`src/rtl/dm_pkg.sv`:
```
// Shared definitions for the data-memory arbiter: FSM encoding, byte-enable
// constants and default geometry.
package dm_pkg;

  localparam int unsigned DM_AW = 12;
  localparam int unsigned DM_DW = 32;

  localparam logic [3:0] BE_FULL = 4'hF;
  localparam logic [3:0] BE_NONE = 4'h0;

  typedef enum logic [1:0] {
    StIdle   = 2'd0,
    StAccess = 2'd1,
    StWrite  = 2'd2
  } dm_state_e;

endpackage

```
`src/rtl/rr_arb2.sv`:
```
// Two-requester round-robin arbiter: combinational one-hot grant and a
// last-grant pointer register that advances whenever en_i accepts a grant.
module rr_arb2 (
  input  logic       clk_i,
  input  logic       reset_i,
  input  logic [1:0] req_i,
  input  logic       en_i,
  output logic [1:0] gnt_o
);

  logic last_q, last_d;

  // On contention the port that was not granted last wins.
  always_comb begin
    if (req_i == 2'b11) begin
      gnt_o = last_q ? 2'b01 : 2'b10;
    end else begin
      gnt_o = req_i;
    end
    last_d = last_q;
    if (en_i && (gnt_o != 2'b00)) begin
      last_d = gnt_o[1];
    end
  end

  always_ff @(posedge clk_i) begin
    if (reset_i) begin
      last_q <= 1'b1;
    end else begin
      last_q <= last_d;
    end
  end

endmodule

```
`src/rtl/dm_arbiter.sv`:
```
// Arbitrates CPU (port 0) and DMA (port 1) access to a single-port data memory,
// with read-modify-write for partial stores. Define DM_TRACE_EN to print stores.
module dm_arbiter
  import dm_pkg::*;
#(
  parameter int unsigned AW = DM_AW,
  parameter int unsigned DW = DM_DW
) (
  input  logic            clk_i,
  input  logic            reset_i,
  input  logic            m0_req_i,
  input  logic            m0_we_i,
  input  logic [DW/8-1:0] m0_be_i,
  input  logic [31:0]     m0_addr_i,
  input  logic [DW-1:0]   m0_wdata_i,
  input  logic [31:0]     m0_pc_i,
  output logic            m0_gnt_o,
  output logic            m0_done_o,
  output logic [DW-1:0]   m0_rdata_o,
  input  logic            m1_req_i,
  input  logic            m1_we_i,
  input  logic [DW/8-1:0] m1_be_i,
  input  logic [31:0]     m1_addr_i,
  input  logic [DW-1:0]   m1_wdata_i,
  input  logic [31:0]     m1_pc_i,
  output logic            m1_gnt_o,
  output logic            m1_done_o,
  output logic [DW-1:0]   m1_rdata_o,
  output logic            mem_we_o,
  output logic [AW-1:0]   mem_addr_o,
  output logic [DW-1:0]   mem_din_o,
  input  logic [DW-1:0]   mem_dout_i,
  output logic [31:0]     mem_pc_o
);

  dm_state_e       state_q, state_d;
  logic            port_q, port_d;
  logic            we_q, we_d;
  logic [DW/8-1:0] be_q, be_d;
  logic [AW-1:0]   addr_q, addr_d;
  logic [DW-1:0]   din_q, din_d;
  logic [31:0]     pc_q, pc_d;
  logic [DW-1:0]   merge_q, merge_d;
  logic [DW-1:0]   rdata0_q, rdata0_d, rdata1_q, rdata1_d;
  logic [1:0]      gnt_q, gnt_d;
  logic [1:0]      done_q, done_d;
  logic [1:0]      arb_gnt;
  logic            arb_en;
  logic            win;
  logic            partial;

  logic unused_addr;
  assign unused_addr = ^{m0_addr_i[31:AW+2], m0_addr_i[1:0], m1_addr_i[31:AW+2], m1_addr_i[1:0]};

  rr_arb2 u_rr_arb2 (
    .clk_i   (clk_i),
    .reset_i (reset_i),
    .req_i   ({m1_req_i, m0_req_i}),
    .en_i    (arb_en),
    .gnt_o   (arb_gnt)
  );

  assign win     = arb_gnt[1];
  assign partial = we_q && (be_q != BE_FULL) && (be_q != BE_NONE);

  always_comb begin
    state_d  = state_q;
    port_d   = port_q;
    we_d     = we_q;
    be_d     = be_q;
    addr_d   = addr_q;
    din_d    = din_q;
    pc_d     = pc_q;
    merge_d  = merge_q;
    rdata0_d = rdata0_q;
    rdata1_d = rdata1_q;
    gnt_d    = 2'b00;
    done_d   = 2'b00;
    arb_en   = 1'b0;
    unique case (state_q)
      StIdle: begin
        if (m0_req_i || m1_req_i) begin
          arb_en  = 1'b1;
          port_d  = win;
          we_d    = win ? m1_we_i : m0_we_i;
          be_d    = win ? m1_be_i : m0_be_i;
          addr_d  = win ? m1_addr_i[AW+1:2] : m0_addr_i[AW+1:2];
          din_d   = win ? m1_wdata_i : m0_wdata_i;
          pc_d    = win ? m1_pc_i : m0_pc_i;
          gnt_d   = arb_gnt;
          state_d = StAccess;
        end
      end
      StAccess: begin
        if (partial) begin
          // din_q still holds the store data here; replace only enabled lanes.
          merge_d = mem_dout_i;
          for (int i = 0; i < int'(DW / 8); i++) begin
            if (be_q[i]) merge_d[8*i +: 8] = din_q[8*i +: 8];
          end
          din_d   = merge_d;
          state_d = StWrite;
        end else begin
          done_d[port_q] = 1'b1;
          if (!we_q) begin
            if (port_q) rdata1_d = mem_dout_i;
            else        rdata0_d = mem_dout_i;
          end
          state_d = StIdle;
        end
      end
      StWrite: begin
        done_d[port_q] = 1'b1;
        state_d        = StIdle;
      end
      default: state_d = StIdle;
    endcase
  end

  always_ff @(posedge clk_i) begin
    if (reset_i) begin
      state_q  <= StIdle;
      port_q   <= 1'b0;
      we_q     <= 1'b0;
      be_q     <= '0;
      addr_q   <= '0;
      din_q    <= '0;
      pc_q     <= '0;
      merge_q  <= '0;
      rdata0_q <= '0;
      rdata1_q <= '0;
      gnt_q    <= 2'b00;
      done_q   <= 2'b00;
    end else begin
      state_q  <= state_d;
      port_q   <= port_d;
      we_q     <= we_d;
      be_q     <= be_d;
      addr_q   <= addr_d;
      din_q    <= din_d;
      pc_q     <= pc_d;
      merge_q  <= merge_d;
      rdata0_q <= rdata0_d;
      rdata1_q <= rdata1_d;
      gnt_q    <= gnt_d;
      done_q   <= done_d;
    end
  end

  // Reset gating keeps an aborted access from writing in the reset cycle.
  assign mem_we_o   = !reset_i && ((state_q == StWrite) ||
                      ((state_q == StAccess) && we_q && (be_q == BE_FULL)));
  assign mem_addr_o = addr_q;
  assign mem_din_o  = din_q;
  assign mem_pc_o   = pc_q;
  assign m0_gnt_o   = gnt_q[0];
  assign m1_gnt_o   = gnt_q[1];
  assign m0_done_o  = done_q[0];
  assign m1_done_o  = done_q[1];
  assign m0_rdata_o = rdata0_q;
  assign m1_rdata_o = rdata1_q;

`ifdef DM_TRACE_EN
  always_ff @(posedge clk_i) begin
    if (mem_we_o) begin
      $display("@%08h: *%08h <= %08h", mem_pc_o, {{(30 - AW){1'b0}}, mem_addr_o, 2'b00},
               mem_din_o);
    end
  end
`else
  // Store tracing compiled out.
`endif

endmodule

```
`config.mk`:
```
export PLATFORM = sky130hd
export DESIGN_NAME = dm_arbiter
export DESIGN_NICKNAME = d
export VERILOG_FILES = /design/src/rtl/dm_pkg.sv /design/src/rtl/rr_arb2.sv /design/src/rtl/dm_arbiter.sv
export SDC_FILE = /design/constraint.sdc
export NUM_CORES = 1
export LEC_CHECK = 0
export CAP_MARGIN = 10
export CORE_AREA = 2 2 147 149
export DETAILED_ROUTE_END_ITERATION = 6
export DIE_AREA = 0 0 149 151
export GPL_TIMING_DRIVEN = 0
export HOLD_SLACK_MARGIN = 0.1
export MAX_ROUTING_LAYER = met4
export PLACE_DENSITY_LB_ADDON = 0.3
export SLEW_MARGIN = 30
export SYNTH_ARGS = -nofsm -noshare
export SYNTH_HDL_FRONTEND = slang
export SYNTH_SLANG_ARGS = --single-unit
```
`constraint.sdc`:
```
create_clock -name clk_i -period 1.9 [get_ports clk_i]
set_clock_uncertainty 0.15 [all_clocks]
set_input_delay 0.285 -clock clk_i [delete_from_list [all_inputs] [get_ports clk_i]]
set_output_delay 0.285 -clock clk_i [all_outputs]
set_load 0.02 [all_outputs]
```
# Word level (Yosys, flattened, before mapping)
# Index checks and enable logic that the tools add are counted.
[totals]
ff_bits = 153
latchBits = 0
mem_bits_rw = 0
romBits = 0
out_inout_bits = 145
wordCells = 78
memories = 0
[op_classes]
add_sub_neg = 0
multipliers = 0
div = 0
n_lt_le_gt_ge = 2
eq_ne = 11
n_shift = 0
muxes = 23
n_bitwise = 5
n_reduce_logical = 22
[op_table]
columns = ["operator", "count"]
rows = [
  ["32-bit two-way mux", 4],
  ["32-bit case mux with 2 select lines", 1],
  ["8-bit two-way mux", 4],
  ["4-bit AND reduction", 6],
  ["12-bit two-way mux", 1],
  ["2-bit != test (second input constant)", 6],
  ["2-bit two-way mux", 5],
  ["2-bit case mux with 2 select lines", 2],
  ["1-bit logical AND", 7],
  ["1-bit NOT", 5],
  ["2-bit == test (second input constant)", 2],
  ["4-bit == test (second input constant)", 1],
  ["1-bit two-way mux", 4],
  ["4-bit two-way mux", 1],
  ["4-bit != test (second input constant)", 1],
  ["2-bit nonzero test", 2],
  ["4-bit nonzero test", 1],
  ["3-bit OR reduction", 1],
  ["2-bit by 1-bit == test with 1-bit output (second input constant)", 1],
  ["2-bit zero test", 1],
  ["1-bit logical OR", 2],
  ["1-bit by 2-bit < comparator with 1-bit output (second input constant)", 1],
  ["2-bit AND reduction", 1],
  ["1-bit demux with 1-bit select", 1],
  ["other kinds (2)", 2],
]

# Longest topological paths before layout
# Gate-level depths: netlist of run 1.
[depth]
word_depth = 6
mapped_depth = 8
mapped_depth_nobuf = 6

# By module
# A second synthesis of run 1 with hierarchy kept.
[unflattened]
cells_unflattened = 791
area_unflattened_um2 = 6844.1
[by_module_without_submodules]
columns = ["module", "n_inst", "cells_per_inst", "area_each_um2", "seq_area_each_um2"]
rows = [
  ["dm_arbiter", 1, 784, 6782.8, 3042.9],
  ["rr_arb2", 1, 7, 61.3, 20.0],
]

# Least setup slack after synthesis of run 1
# OpenSTA, ideal clock, no wires.
[synth_path]
kind = "register to register"
startpoint = "register state_q[0]"
endpoint = "register din_q[0], in the netlist mem_din_o[0]"
setup_ns = 0.072
t_arrival_ns = 1.622
setup_slack_ns = 0.056
path_stages_with_launch = 8
n_path_buf = 2
synth_period_minus_slack_ns = 1.844
cell_sequence = "dfxtp_1 > inv_1 > ha_1 > buf_2 > nor2b_1 > clkbuf_1 > o21ai_2 > mux2i_1"
[synth_between]
elab_chain_len = 3
word_cells_on_any_way = 8
[synth_rtl]
columns = ["element", "line", "text"]
rows = [
  ["from (decl)", "dm_arbiter.sv:36", "dm_state_e state_q, state_d;"],
  ["from (signal assigned)", "dm_arbiter.sv:122", "state_q <= StIdle;"],
  ["from (signal assigned)", "dm_arbiter.sv:135", "state_q <= state_d;"],
  ["2-bit by 1-bit == test with 1-bit output or 2-bit zero test (tied branches)", "dm_arbiter.sv:80", "unique case (state_q)"],
  ["2-bit != test (no source line) or 2-bit nonzero test (tied branches)", "--", ""],
  ["4-bit AND reduction (no source line)", "--", ""],
  ["to (signal assigned)", "dm_arbiter.sv:140", "din_q <= din_d;"],
  ["to (decl)", "dm_arbiter.sv:41", "logic [DW-1:0] din_q, din_d;"],
]
# Parallel ways exist; a longest one is shown, timed or not.
# A chain may end at the register's enable or synchronous reset.

# Final worst setup path of run 1
[layout_path]
startpoint = "register state_q[1]"
endpoint = "register rdata1_q[29], in the netlist m1_rdata_o[29]"
[layout_between]
elab_chain_len = 2
[layout_rtl]
columns = ["element", "line", "text"]
rows = [
  ["2-bit by 1-bit == test with 1-bit output", "dm_arbiter.sv:80", ""],
  ["4-bit AND reduction (no source line)", "--", ""],
  ["to (signal assigned)", "dm_arbiter.sv:144", "rdata1_q <= rdata1_d;"],
  ["to (decl)", "dm_arbiter.sv:44", "logic [DW-1:0] rdata0_q, rdata0_d, rdata1_q, rdata1_d;"],
]
# Every way passes these cells.

==> results of run 1 <==
==> cell usage after synthesis <==
cell type	count
dfxtp_1	153
a21boi_4	1
buf_4	5
a311o_1	1
a221o_1	32
nor2_1	55
nor4b_1	1
o21ai_2	4
nand2_1	261
nand3b_1	2
a21bo_2	1
a21oi_1	101
mux2i_1	32
buf_1	1
or3b_2	1
mux2_2	1
and3b_1	1
nor3_1	8
nor3b_1	1
buf_2	14
nor4bb_1	1
buf_6	3
clkbuf_1	50
nor2b_1	2
a311oi_1	49
nor3b_2	1
nand4_1	2
ha_1	4
or4_1	1
o21a_1	1
inv_1	35
nand2b_1	32
nand3_1	2
==> power breakdown <==
group | switching [mW] | leakage (nW) | internal, mW
sequential | 0.180 | 1.26 | 3.52
combinational | 1.45 | 3.05 | 1.42
clock | 1.48 | 0.290 | 2.14
total | 3.11 | 4.60 | 7.08
==> per-layer routing <==
layer / vias to the layer above / GRT usage
li1: 3650 / -
met1: 3452 / 0.2776
met2: 280 / 0.4141
met3: 45 / 0.05904
met4: 0 / 0.08476
met5: - / -
==> cell families (layout without fill, tap and decap cells) <==
| kind of cell | Yosys count | in the layout | synth area share |
|---|---|---|---|
| buf+inv | 108 | 488 | 0.06841 |
| compound gates | 190 | 190 | 0.1969 |
| other cells | 0 | 1 | 0 |
| simple gates | 371 | 371 | 0.2270 |
| flops | 153 | 153 | 0.4514 |
| fa+ha+maj | 4 | 4 | 0.007376 |
| mux | 33 | 33 | 0.04887 |
==> stage by stage <==
step                setup slack [ps]  utilization  cells  TNS [ps]  hold WS [ps]
finish                        -38.11       0.5546   1515    -768.4         275.7
global route                  -109.6       0.5544   1514     -4641         272.7
CTS                           -78.74       0.5499   1515    -172.4         260.2
detailed placement             -1188       0.5063   1475    -60650         296.1
global placement               -1225       0.5063   1475    -60010         290.7
floorplan                      56.29            -    859         0         227.3
==> what timing repair did <==
action | CTS | global route
resized for setup | 65 | 44
hold buffers | 0 | 0
pin swaps | 7 | 3
cloned | 1 | 0
setup endpoints to repair | 147 | 145
buffers inserted | 10 | 0
==> worst max-delay path, delay by kind of cell (launching register included) <==
family	cells	cell delay, ps
adder cells (fa/ha/maj)	1	140
AND/OR/NAND/NOR	2	370
buffers and inverters	4	730
AO/OA/AOI/OAI	1	70
flip-flops	1	340
==> layout make-up <==
class / count / area (sq um)
Clock inverter: 14 / 185.2
Tap cell: 275 / 344.1
Timing Repair Buffer: 352 / 3566
Buffer: 69 / 424.2
Inverter: 35 / 133.9
Sequential cell: 153 / 3073
Multi-Input combinational cell: 598 / 3379
Antenna cell: 1 / 2.502
Clock buffer: 18 / 439.2
Fill cell: 1950 / 9275
==> state kept, by name, indices dropped and copies added (netlist names) <==
register          flops
be_q                  4
done_q                2
gnt_q                 2
m0_rdata_o           32
m1_rdata_o           32
mem_addr_o           12
mem_din_o            32
mem_pc_o             32
port_q                1
state_q               2
u_rr_arb2.last_q      1
we_q                  1
==> cells in the final DEF, fill, tap and decap left out, drive strengths merged, types with 32 or more instances in the layout <==
cell / netlist / layout
clkdlybuf4s50: 0 / 335
nand2: 261 / 261
dfxtp: 153 / 153
a21oi: 101 / 101
clkbuf: 50 / 57
nor2: 55 / 55
a311oi: 49 / 49
buf: 23 / 42
inv: 35 / 41
a221o: 32 / 32
nand2b: 32 / 32
mux2i: 32 / 32
==> worst max path at each step <==
stage,to,slack (ps)
floorplan,mem_din_o[0],60
global placement,mem_we_o,-1230
detailed placement,mem_we_o,-1190
CTS,mem_we_o,-80
global route,m0_rdata_o[27],-110
finish,m1_rdata_o[29],-40
==> reports/metrics.yaml, run 1 <==
worst_setup_path:
  slowest_delay_ps: 340
  regToRegStartpoint: "state_q[1]"
  rr_worst_depth: 8
  worstSetupStartpointType: "flip-flop"
  regToRegEndpoint: "m1_rdata_o[29]"
  cp_cell_sequence: "inv_4, ha_4, buf_6, buf_2, nand3b_1, clkbuf_4, nand2_1, a21oi_1"
  cp_slowest_cell: "dfxtp_2"
  endpoint_kind: "flip-flop"
  startpoint: "state_q[1]"
  worstPathRequired_ps: 2020
  cp.arrival_ps: 2060
  crit_type: "reg -> reg"
  cp_max_fo: 10
  rrSetupSlack_ps: -40
grt:
  grt_max_degree: 20
  gr-total-overflow: 0
  grt_antenna_before_repair: 0
  track_usage: 0.2420
  first_global_vias: 7448
  grt_first_pass_wirelength_um: 40320
die:
  ios: 383
  initial_core_util: 0.3259
  dieArea_sq_mm: 0.02250
  die_w_um: 149
  coreArea_sq_mm: 0.02082
  row_count: 53
  die_y_um: 151
place:
  dpl_cell_area_sq_mm: 0.01054
  place.detailed.hpwl_um: 20750
  io_buffer_count: 341
  gp_congestion: 0.8343
drt:
  drcViolationCount: 0
  dr.first_iter.drc_count: 358
  highest_layer: "met4"
  drtAntennaViolNets: 0
  drt-total-wl_um: 27230
  met1_length_um: 11010
  routed_via_density: 4.902
  via_count: 7427
  wl_met3_um: 1907
  drt-pass1-iter-count: 4
  wl_per_cell_um: 17.97
  routed-wl-met2_um: 13560
synth:
  synth_seq_area_share: 0.4514
  ys_ff_latch: 153
  yosys_warnings: 0
  ys_top_cells_by_area: "dfxtp_1 45%, nand2_1 14%, a21oi_1 7.4%"
  synth.net_count: 1101
  synth.distinct_cells: 33
  synth_top_area_frac: 0.4514
  synth.largest_area_cell: "dfxtp_1"
  syn_area_per_cell_sq_um: 7.899
  synth_cells: 859
  syn-cell-area_sq_mm: 0.006785
hold_path:
  hp-class: "in -> reg"
  holdPathEnd: "be_q[0]"
  holdPathStages: 3
  hp-start: "m1_be_i[0]"
flow_run:
  drv_cap: 0
clocking:
  clk_pin_slew_worst_paths_ps: 60
  htree_levels: 4
  clkLatencyLatePin_ps: 420
  cts_buffers: 17
  clock_path_buffers: 2
  cts.sinks: 153
  cts.root.buffer_cell: "clkbuf_16"
  cts_tree: "done"
status:
  status: "complete, but fails checks"
  violations: "setup timing"
sta:
  hold_viol: 0
  slew_violations: 0
  fin_ws_ps: -38.11
  setup_viol: 31
  fmax_ghz: 0.5160
  slew_headroom: 0.5460
  rsz0062_at_grt: "yes"
  fin_crit_ps: 1938
  fin_crit_sh: 1.020
  tightestPinTransition_ps: 681.0
pwr:
  power_leakage_nw: 4.598
  p_per_area_mw_per_mm2: 882.3
  power_mw: 10.19
  ir_drop_mv: 0.6063
final_layout:
  nets: 1468
  drive_above_1_share: 0.1017
  post-route-cell-area_sq_mm: 0.01155
  synthToLayoutAreaGrowth_pct: 70.18
No activity file was read; power rests on OpenSTA's default activity.
==> inputs of run 2 (changes only) <==
CORE_AREA = 2 2 148 150   (was 2 2 147 149)
DIE_AREA = 0 0 150 152   (was 0 0 149 151)
clock period = 2 ns   (was 1.9 ns; I/O delays follow)
==> reports/metrics.yaml, run 2 (same netlist as run 1, synthesis figures left out) <==
status:
  status: "finished clean"
final_layout:
  layout_commonest_cell: "clkdlybuf4s50_1"
  final_cell_mix: "340 x clkdlybuf4s50_1, 260 x nand2_1, 149 x dfxtp_1, 101 x a21oi_1, 53 x nor2_1"
  fillers: 2055  # +5.4%
  synthToLayoutAreaGrowth_pct: 70.61
  register_area_sq_mm: 0.003068  # -0.16%
  drive_above_1_share: 0.09839  # -0.003308
  final_util: 0.5422  # -0.01237
  finalNonFillerCells: 1522  # +0.46%
  multi_input_area_sq_mm: 0.003408  # +0.85%
  nets: 1469  # +0.068%
pwr:
  power_leakage_nw: 4.505  # -2.0%
  p_clk_frac: 0.358  # +0.003
  p_per_area_mw_per_mm2: 843.1  # -4.4%
  intPower_mw: 6.837  # -3.4%
  swShare: 0.2994  # -0.005567
  net-switching-power_mw: 2.923  # -6.0%
  seqPwrFrac: 0.361  # -0.002
  combPwrFrac: 0.281  # about the same
  power_mw: 9.760  # -4.2%
  ir_drop_mv: 0.5561  # -8.3%
sta:
  fin_crit_ps: 1970
  fmax_ghz: 0.5075
  fin_ws_ps: 29.75  # +67.85 ps
  hold_viol: 0  # unchanged
  setup_viol: 0  # -100%
  whs_ps: 287.8  # +12.02 ps
  slew_headroom: 0.4679  # -0.07806
  tightestPinTransition_ps: 798.1  # +117.1 ps
  fin_crit_sh: 0.9851
  rsz0062_at_grt: "yes"
  slew_violations: 0  # unchanged
worst_setup_path:
  crit_type: "reg -> out"
  endpoint_kind: "output pin"
  cp_max_fo: 7  # -3
  regToRegStartpoint: "state_q[1]"
  cp.arrival_ps: 1520  # -540 ps
  startpoint: "be_q[1]"
  worstPathRequired_ps: 1550  # -470 ps
  worstSetupStartpointType: "flip-flop"
drt:
  drt-pass1-iter-count: 7  # +3
  drtAntennaViolNets: 0  # unchanged
  via_count: 7549  # +1.6%
  highest_layer: "met4"
  wl_per_cell_um: 18.16  # +1.0%
  routed_via_density: 4.960  # +1.2%
  drt-total-wl_um: 27630  # +1.5%
  met1_length_um: 11120  # +0.96%
  dr.first_iter.drc_count: 303  # -15%
  drcViolationCount: 0  # unchanged
  routed-wl-met2_um: 13330  # -1.7%
  wl_met3_um: 2280  # +20%
grt:
  track_usage: 0.2436  # +0.001604
  grt_antenna_before_repair: 2  # +2
  gr-total-overflow: 0  # unchanged
  grt_first_pass_wirelength_um: 41590  # +3.1%
  first_global_vias: 7496  # +0.64%
  grt_max_degree: 20  # unchanged
hold_path:
  hp-class: "in -> reg"
  hp-start: "m1_pc_i[26]"
die:
  initial_core_util: 0.3178  # -0.008059
  ios: 383  # unchanged
  row_count: 54  # +1.9%
  dieArea_sq_mm: 0.02280  # +1.3%
  coreArea_sq_mm: 0.02135  # +2.5%
  die_w_um: 150  # +0.67%
  die_y_um: 152  # +0.66%
clocking:
  cts_buffers: 17  # unchanged
  clkLatencyLatePin_ps: 420  # about the same
  cts.root.buffer_cell: "clkbuf_16"
  clk_pin_slew_worst_paths_ps: 70  # about the same
  cts.sinks: 153  # unchanged
  htree_levels: 4  # unchanged
  clock_path_buffers: 2  # unchanged
  cts_tree: "done"
place:
  gp_congestion: 0.8372  # +0.35%
  dp_slack_ps: -967.3  # +220.2 ps
  io_buffer_count: 341  # unchanged
  place.detailed.hpwl_um: 20840  # +0.39%
  dp.cells: 1480  # +0.34%
flow_run:
  drv_cap: 0  # unchanged
==> run 2: cell type report <==
type                       count  area share
timing repair buffer         353      0.3076
clock buffer                  19     0.03826
antenna                        2   0.0004323
clock inverter                13     0.01675
sequential                   153      0.2650
tap                          280     0.03026
buffer                        69     0.03567
multi-input combinational    598      0.2944
inverter                      35     0.01157
==> run 2: per-stage QoR <==
| stage | setup TNS [ps] | cell area, sq um |
|---|---|---|
| 2_1_floorplan | 0 | 6785 |
| 3_3_place_gp | -42150 | 10550 |
| 3_5_place_dp | -44060 | 10550 |
| 4_1_cts | -51.79 | 11390 |
| 5_1_grt | -890.3 | 11580 |
| 6_report | 0 | 11580 |
==> run 2: power groups by stage <==
stage          Combinational, mW  Sequential [mW]  Clock, mW
2_1_floorplan              0.923             3.89          0
3_3_place_gp                2.54             3.57          0
3_5_place_dp                2.55             3.58          0
4_1_cts                     2.68             3.52       3.56
5_1_grt                     2.93             3.56       3.67
6_report                    2.74             3.52       3.50
==> run 2: path summary, 6_finish.rpt <==
| path | endpoint | slack (ps) | cells past startpoint |
|---|---|---|---|
| worst max-delay path | mem_we_o | 30 | 5 |
| worst min-delay path | mem_pc_o[26] | 290 | 3 |
| worst max register to register | mem_din_o[3] | 40 | 7 |
| worst min register to register | m1_rdata_o[29] | 300 | 2 |
==> run 2: what timing repair did <==
item	4_1_cts	5_1_grt
endpoints found under the setup margin	136	135
pin swaps	5	3
setup buffers	9	2
hold buffers	0	0
cloned	0	1
gates resized for setup	41	65
==> run 2: layer usage <==
| layer | up-vias | GRT usage |
|---|---|---|
| li1 | 3656 | - |
| met5 | - | - |
| met2 | 301 | 0.4001 |
| met3 | 49 | 0.06847 |
| met4 | 0 | 0.1011 |
| met1 | 3543 | 0.2773 |
==> run 2: worst max-delay path, cell delays in order, from the launching register on <==
cell,delay [ps]
dfxtp_1,460
nand4_1,210
nor2_4,150
nor2_2,40
nor2_1,80
buf_4,160
==> inputs of run 3 (changes only) <==
CELL_PAD_IN_SITES_DETAIL_PLACEMENT = 1   (was unset)
CELL_PAD_IN_SITES_GLOBAL_PLACEMENT = 1   (was unset)
CORE_AREA = unset   (was 2 2 148 150)
CORE_UTILIZATION = 26   (was unset)
DIE_AREA = unset   (was 0 0 150 152)
==> reports/metrics.yaml, run 3 (same netlist as run 1, synthesis figures left out) <==
status:
  status: "finished clean"
drt:
  wl_per_cell_um: 19.26  # +6.1%
  via_count: 7537  # -0.16%
  drt-total-wl_um: 30340  # +9.8%
  routed_via_density: 4.785  # -3.5%
  drcViolationCount: 0  # unchanged
  drtAntennaViolNets: 0  # unchanged
  drt-pass1-iter-count: 4  # -3
  dr.first_iter.drc_count: 326  # +7.6%
grt:
  track_usage: 0.2312  # -0.01245
  met1_usage: 0.2659  # -0.01136
  grt_antenna_before_repair: 1  # -1
  grt_max_degree: 20  # unchanged
  met3_usage: 0.05536  # -0.01311
  gr-total-overflow: 0  # unchanged
  first_global_vias: 7828  # +4.4%
  grt_use_met2: 0.3912  # -0.008908
  grt_first_pass_wirelength_um: 44820  # +7.8%
  busiest_layer: "met2"
clocking:
  cts_buffers: 17  # unchanged
  clock_path_buffers: 2  # unchanged
  cts_tree: "done"
  cts.sinks: 153  # unchanged
  clkLatencyLatePin_ps: 430  # about the same
  cts.root.buffer_cell: "clkbuf_16"
  clk_pin_slew_worst_paths_ps: 70  # about the same
  hold_buffers: 0  # unchanged
  htree_levels: 4  # unchanged
hold_path:
  hp-class: "in -> reg"
sta:
  hold_viol: 0  # unchanged
  whs_ps: 286.3  # -1.486 ps
  fmax_ghz: 0.5034  # -0.81%
  fin_crit_ps: 1986  # +16.15 ps
  slew_headroom: 0.4786  # +0.01070
  rsz0062_at_grt: "yes"
  slew_violations: 0  # unchanged
  setup_viol: 0  # unchanged
  fin_crit_sh: 0.9932  # +0.008074
  tightestPinTransition_ps: 782.1  # -16.05 ps
  fin_ws_ps: 13.60  # -16.15 ps
place:
  dp.cells: 1530  # +3.4%
  io_buffer_count: 341  # unchanged
  dp_slack_ps: -1098  # -130.4 ps
  gp_congestion: 0.8109  # -3.1%
  place.detailed.hpwl_um: 23250  # +12%
  dpl_cell_area_sq_mm: 0.01061  # +0.59%
final_layout:
  post-route-cell-area_sq_mm: 0.01156  # about the same
  register_area_sq_mm: 0.003069  # about the same
  multi_input_area_sq_mm: 0.003378  # -0.88%
  final_cell_mix: "340 x clkdlybuf4s50_1, 260 x nand2_1, 148 x dfxtp_1, 101 x a21oi_1, 55 x nor2_1"
  final_util: 0.4553  # -0.08687
  nets: 1472  # +0.20%
  finalNonFillerCells: 1575  # +3.5%
  fillers: 3042  # +48%
  layout_commonest_cell: "clkdlybuf4s50_1"
  drive_above_1_share: 0.1022  # +0.003785
  synthToLayoutAreaGrowth_pct: 70.44  # about the same
flow_run:
  drv_cap: 0  # unchanged
pwr:
  ir_drop_mv: 0.4264  # -23%
  p_per_area_mw_per_mm2: 824.6  # -2.2%
  net-switching-power_mw: 3.020  # +3.3%
  combPwrFrac: 0.290  # +0.009
  intPower_mw: 6.517  # -4.7%
  p_clk_frac: 0.341  # -0.017
  swShare: 0.3166  # +0.01719
  seqPwrFrac: 0.369  # +0.008
  power_leakage_nw: 4.518  # +0.30%
worst_setup_path:
  cpMostUsedCell: "nor2_1"
  cp_slowest_cell: "dfxtp_2"
  worstSetupStartpointType: "flip-flop"
  slowest_delay_ps: 350  # -110 ps
  cp.arrival_ps: 1540  # +20 ps
  cp_cell_sequence: "inv_4, ha_4, buf_6, nand2_4, nor2_1, nor2_1, nor2_1, buf_4"
  worstPathRequired_ps: 1550  # about the same
  cp_max_fo: 5  # -2
  endpoint_kind: "output pin"
  crit_type: "reg -> out"
  rrSetupSlack_ps: 70  # +30 ps
die:
  dieArea_sq_mm: 0.02675  # +17%
  row_count: 58  # +7.4%
  die_w_um: 163.5  # +9.0%
  initial_core_util: 0.2671  # -0.05066
  die_y_um: 163.5  # +7.6%
  ios: 383  # unchanged
  coreArea_sq_mm: 0.02540  # +19%
==> run 3: worst max-delay path, delay by kind of cell (launching register included) <==
kind | cells | cell delay, ps
fa+ha+maj | 1 | 160
flops | 1 | 350
buf+inv | 3 | 340
simple gates | 4 | 260
==> run 3: power groups by stage <==
stage | registers (mW) | clock network [mW] | logic (mW)
after CTS | 3.52 | 3.34 | 2.73
after detailed placement | 3.59 | 0 | 2.60
after floorplan | 3.89 | 0 | 0.923
final | 3.52 | 3.25 | 2.77
after global routing | 3.56 | 3.46 | 2.96
after global placement | 3.57 | 0 | 2.57
==> run 3: final timing paths <==
| check | start | endpoint | cells after the start |
|---|---|---|---|
| max | state_q[1] | mem_we_o | 8 |
| min | m0_be_i[3] | be_q[3] | 3 |
| max reg2reg | state_q[1] | m0_rdata_o[13] | 7 |
| min reg2reg | m0_rdata_o[17] | m0_rdata_o[17] | 2 |
==> run 3: area by class of cell <==
class	count	share of cell area
clock buffer	19	0.03916
clock inverter	13	0.01147
sequential	153	0.2654
tap	330	0.03570
antenna	2	0.0004328
timing repair buffer	356	0.3088
inverter	35	0.01158
multi-input combinational	598	0.2921
buffer	69	0.03538
==> run 3: repair_timing <==
item / 4_1_cts / 5_1_grt
buffers inserted: 11 / 3
resized for setup: 47 / 50
setup endpoints to repair: 138 / 136
gates cloned: 0 / 1
pin swaps: 4 / 2
endpoints found under the hold margin: 0 / 0
==> run 3: routing by layer <==
metal	routed length, um	up-vias
met1	12860	3582
li1	-	3665
met2	14960	252
met3	1871	38
met5	0	-
met4	649	0
==> run 3: through the flow <==
step / setup TNS (ps) / power (mW)
final: 0 / 9.537
after global placement: -50450 / 6.146
after global routing: -574.9 / 9.978
after detailed placement: -57650 / 6.184
after CTS: -50.63 / 9.591
after floorplan: 0 / 4.814
==> edit 1, RTL diff (flow settings as in run 1) <==
The package constant `DM_AW` goes from 12 to 13.
--- a/src/rtl/dm_pkg.sv
+++ b/src/rtl/dm_pkg.sv
@@ -2,7 +2,7 @@
 // constants and default geometry.
 package dm_pkg;
 
-  localparam int unsigned DM_AW = 12;
+  localparam int unsigned DM_AW = 13;
   localparam int unsigned DM_DW = 32;
 
   localparam logic [3:0] BE_FULL = 4'hF;
Interface: changed (resized mem_addr_o); port bits go from 383 to 384. The function was not compared with the original's and may differ.
==> edit 1 against run 1 <==
The run still ends with setup timing left; area after synthesis up 1.7%; wire length is 1.8% higher; global-route usage is 0.73 points higher; design area up 0.86%; worst setup slack lost 0.0078 ns; critical path depth fell by 3; total power up 0.50%; sequential cell count is 1 higher; cell count up 0.73%; critical path type is now flop to primary output; critical endpoint is now mem_we_o.
==> edit 1: results <==
metrics = {
    "timing": {
        "setup_viol": 1,
        "whs_ns": 0.272,
        "setup_slack_ns": -0.0459,
    },
    "global_routing": {
        "grt_pass1_wl_mm": 41.5,
        "grt_max_degree": 17,
    },
    "place": {
        "dpl.hpwl_mm": 21.2,
        "io_buffer_count": 344,
        "routabilityCongestion": 0.849,
    },
    "clock_tree": {
        "cts_setup_buffers": 6,
    },
    "route": {
        "viasPerCell": 4.91,
        "routedWlPerCell_um": 18.2,
    },
    "cells_and_area": {
        "final-clk-cell-share": 0.0530,
        "seq_cells": 154,
        "num-nonclk-buffers": 428,
        "fin_nets": 1480,
        "layout-drive-gt1-share": 0.104,
        "nFillCells": 1989,
    },
    "min_path": {
        "whs_endpoint": "gnt_q[0]",
    },
    "critical_path": {
        "arrival_ns": 1.51,
        "rr_worst_depth": 9,
        "r2r_end": "mem_din_o[14]",
        "cp-startpoint": "be_q[2]",
        "cp-endpoint": "mem_we_o",
        "crit_family": "flip-flops",
    },
    "synth": {
        "yosysSeqAreaShare": 0.447,
        "synthTopCellsByCount": "263 x nand2_1, 154 x dfxtp_1, 100 x a21oi_1, 56 x nor2_1, 50 x a311oi_1",
    },
    "run_status": {
        "status": "finished, violations left",
        "violations": "setup timing",
    },
    "pwr": {
        "ir_drop_uv": 569,
        "p_leak_nw": 4.62,
    },
}
==> edit 1: logic make-up after synthesis <==
| group | count (synthesis) | synth area share |
|---|---|---|
| fa+ha+maj | 4 | 0.00725 |
| flops | 154 | 0.447 |
| mux | 33 | 0.0480 |
| buf+inv | 109 | 0.0747 |
| simple gates | 374 | 0.227 |
| compound gates | 191 | 0.196 |
==> edit 1: through the flow <==
stage / setup WS, ns / power [mW] / std cells / instance area, um^2 / TNS [ns]
global route: -0.136 / 10.7 / 1525 / 11600 / -1.41
finish: -0.0459 / 10.2 / 1526 / 11600 / -0.0459
detailed placement: -0.915 / 6.55 / 1484 / 10700 / -39.34
floorplan: 0.0627 / 5.14 / 865 / 6900 / 0
global placement: -0.906 / 6.52 / 1484 / 10700 / -36.93
CTS: -0.106 / 10.3 / 1520 / 11500 / -0.106
==> edit 1: layer usage <==
metal	track usage	share of wire	vias to the layer above
met5	-	0	-
met1	0.281	0.40	3491
met3	0.0639	0.073	36
met4	0.0776	0.024	0
met2	0.434	0.51	287
li1	-	-	3685
==> edit 2, RTL diff (config.mk and constraints of run 1) <==
Without the edit above. Take the reset off `pc_q` and load it in a clocked block of its own.
--- a/src/rtl/dm_arbiter.sv
+++ b/src/rtl/dm_arbiter.sv
@@ -125,7 +125,6 @@
       be_q     <= '0;
       addr_q   <= '0;
       din_q    <= '0;
-      pc_q     <= '0;
       merge_q  <= '0;
       rdata0_q <= '0;
       rdata1_q <= '0;
@@ -138,13 +137,16 @@
       be_q     <= be_d;
       addr_q   <= addr_d;
       din_q    <= din_d;
-      pc_q     <= pc_d;
       merge_q  <= merge_d;
       rdata0_q <= rdata0_d;
       rdata1_q <= rdata1_d;
       gnt_q    <= gnt_d;
       done_q   <= done_d;
     end
+  end
+
+  always_ff @(posedge clk_i) begin
+    pc_q <= pc_d;
   end
 
   // Reset gating keeps an aborted access from writing in the reset cycle.
Formal check against the unedited RTL: not equivalent (a bounded check fails within 4 cycles, from zero or initial values and one cycle with reset_i high).
==> edit 2 against run 1 <==
Total power decreased by 2.9%; worst setup slack better by 0.071 ns; design area decreased by 0.45%; global-route usage decreased by 0.31 points; utilization shrank 0.25 points; sequential cell count unchanged; synthesized cell count fell by 5.0%; wire length fell by 1.7%; area after synthesis rose by 0.30%; count of clock-buffer cells in the layout is the same; via count fell by 4.1%; largest power group unchanged.
==> edit 2: results <==
metrics = {
    "synth": {
        "yosysSeqAreaShare": 0.497,
        "synth.distinct_cells": 34,
        "synth_edf_count": 32,
        "synth_nets": 1058,
        "syn_avg_cell_area_um2": 8.34,
        "netlist_top_cells_area": "dfxtp_1 36%, nand2_1 16%, edfxtp_1 14%",
        "synthTopCellsByCount": "294 x nand2_1, 121 x dfxtp_1, 101 x a21oi_1, 37 x clkbuf_1, 35 x inv_1",
    },
    "min_path": {
        "whs_endpoint": "gnt_q[0]",
        "min_from": "m0_req_i",
    },
    "critical_path": {
        "r2r_end": "mem_din_o[20]",
        "slowest_delay_ns": 0.67,
        "path_max_fanout": 2,
        "crit_slowest_cell": "clkdlybuf4s50_1",
        "cp-endpoint": "mem_din_o[20]",
        "r2r_setup_slack_ns": 0.12,
        "arrival_ns": 1.43,
        "cp-startpoint": "mem_din_o[20]",
    },
    "place": {
        "dpl.hpwl_mm": 20.2,
        "place_area_um2": 10600,
        "pre_cts_ws_ns": -0.854,
    },
    "route": {
        "routedWlPerCell_um": 18.1,
        "drtIter0Drc": 349,
        "viasPerCell": 4.82,
        "num_vias": 7119,
    },
    "cells_and_area": {
        "nFillCells": 1951,
        "antennaDiodeCount": 2,
        "multi_input_gates": 566,
        "final-clk-cell-share": 0.0494,
        "nonClkBufAreaFrac": 0.345,
        "num-nonclk-buffers": 414,
        "layout-drive-gt1-share": 0.0950,
        "multi_input_area_share": 0.268,
        "multi_input_area_um2": 3080,
        "area_growth_pct": 68.9,
        "fin_nets": 1429,
    },
    "timing": {
        "max_slew.worst_pin.slew_ns": 0.741,
        "setup_slack_ns": 0.0328,
        "whs_ns": 0.104,
    },
    "pwr": {
        "p_leak_nw": 4.60,
        "pg_clk_mw": 3.32,
        "p_seq_mw": 3.81,
        "ir_drop_uv": 599,
        "p_comb_mw": 2.76,
    },
    "global_routing": {
        "grt_antenna_before_repair": 1,
        "grt_max_degree": 42,
        "grt_pass1_wl_mm": 39.4,
    },
    "run_status": {
        "status": "finished, final reports clean",
    },
    "clock_tree": {
        "htree_levels": 4,
        "clk_pin_slew_ns": 0.07,
    },
}
edit 2: cell types whose count changed in the layout (fill, tap and decap cells not counted), sizes merged, moves of 5 or more:
cell / change
a311oi: -32
clkbuf: -5
clkinv: +6
dfxtp: -32
edfxtp: +32
nand2: +33
nor2: -33
edit 2: metal layers:
layer  track usage  up-vias  share of wire
met1         0.291     3357           0.43
li1              -     3482              -
met3        0.0509       39          0.057
met2         0.390      241           0.49
met5             -        -              0
met4        0.0924        0          0.029
edit 2: cell families after synthesis:
family / synth area share
adders and majority gates: 0.00735
AOI/OAI and AO/OA: 0.156
muxes: 0.0487
buffers and inverters: 0.0629
and+or+nand+nor: 0.228
DFF: 0.497
edit 2: worst min-delay path, stage by stage:
cell	delay (ns)
dlymetal6s2s_1	0.19
nand3b_1	0.11
a21oi_1	0.04
edit 2: what timing repair did:
action | 4_1_cts | 5_1_grt
resized for setup | 47 | 31
pin swaps | 5 | 5
cloned | 0 | 1
setup buffers | 13 | 2
endpoints found under the setup margin | 167 | 160
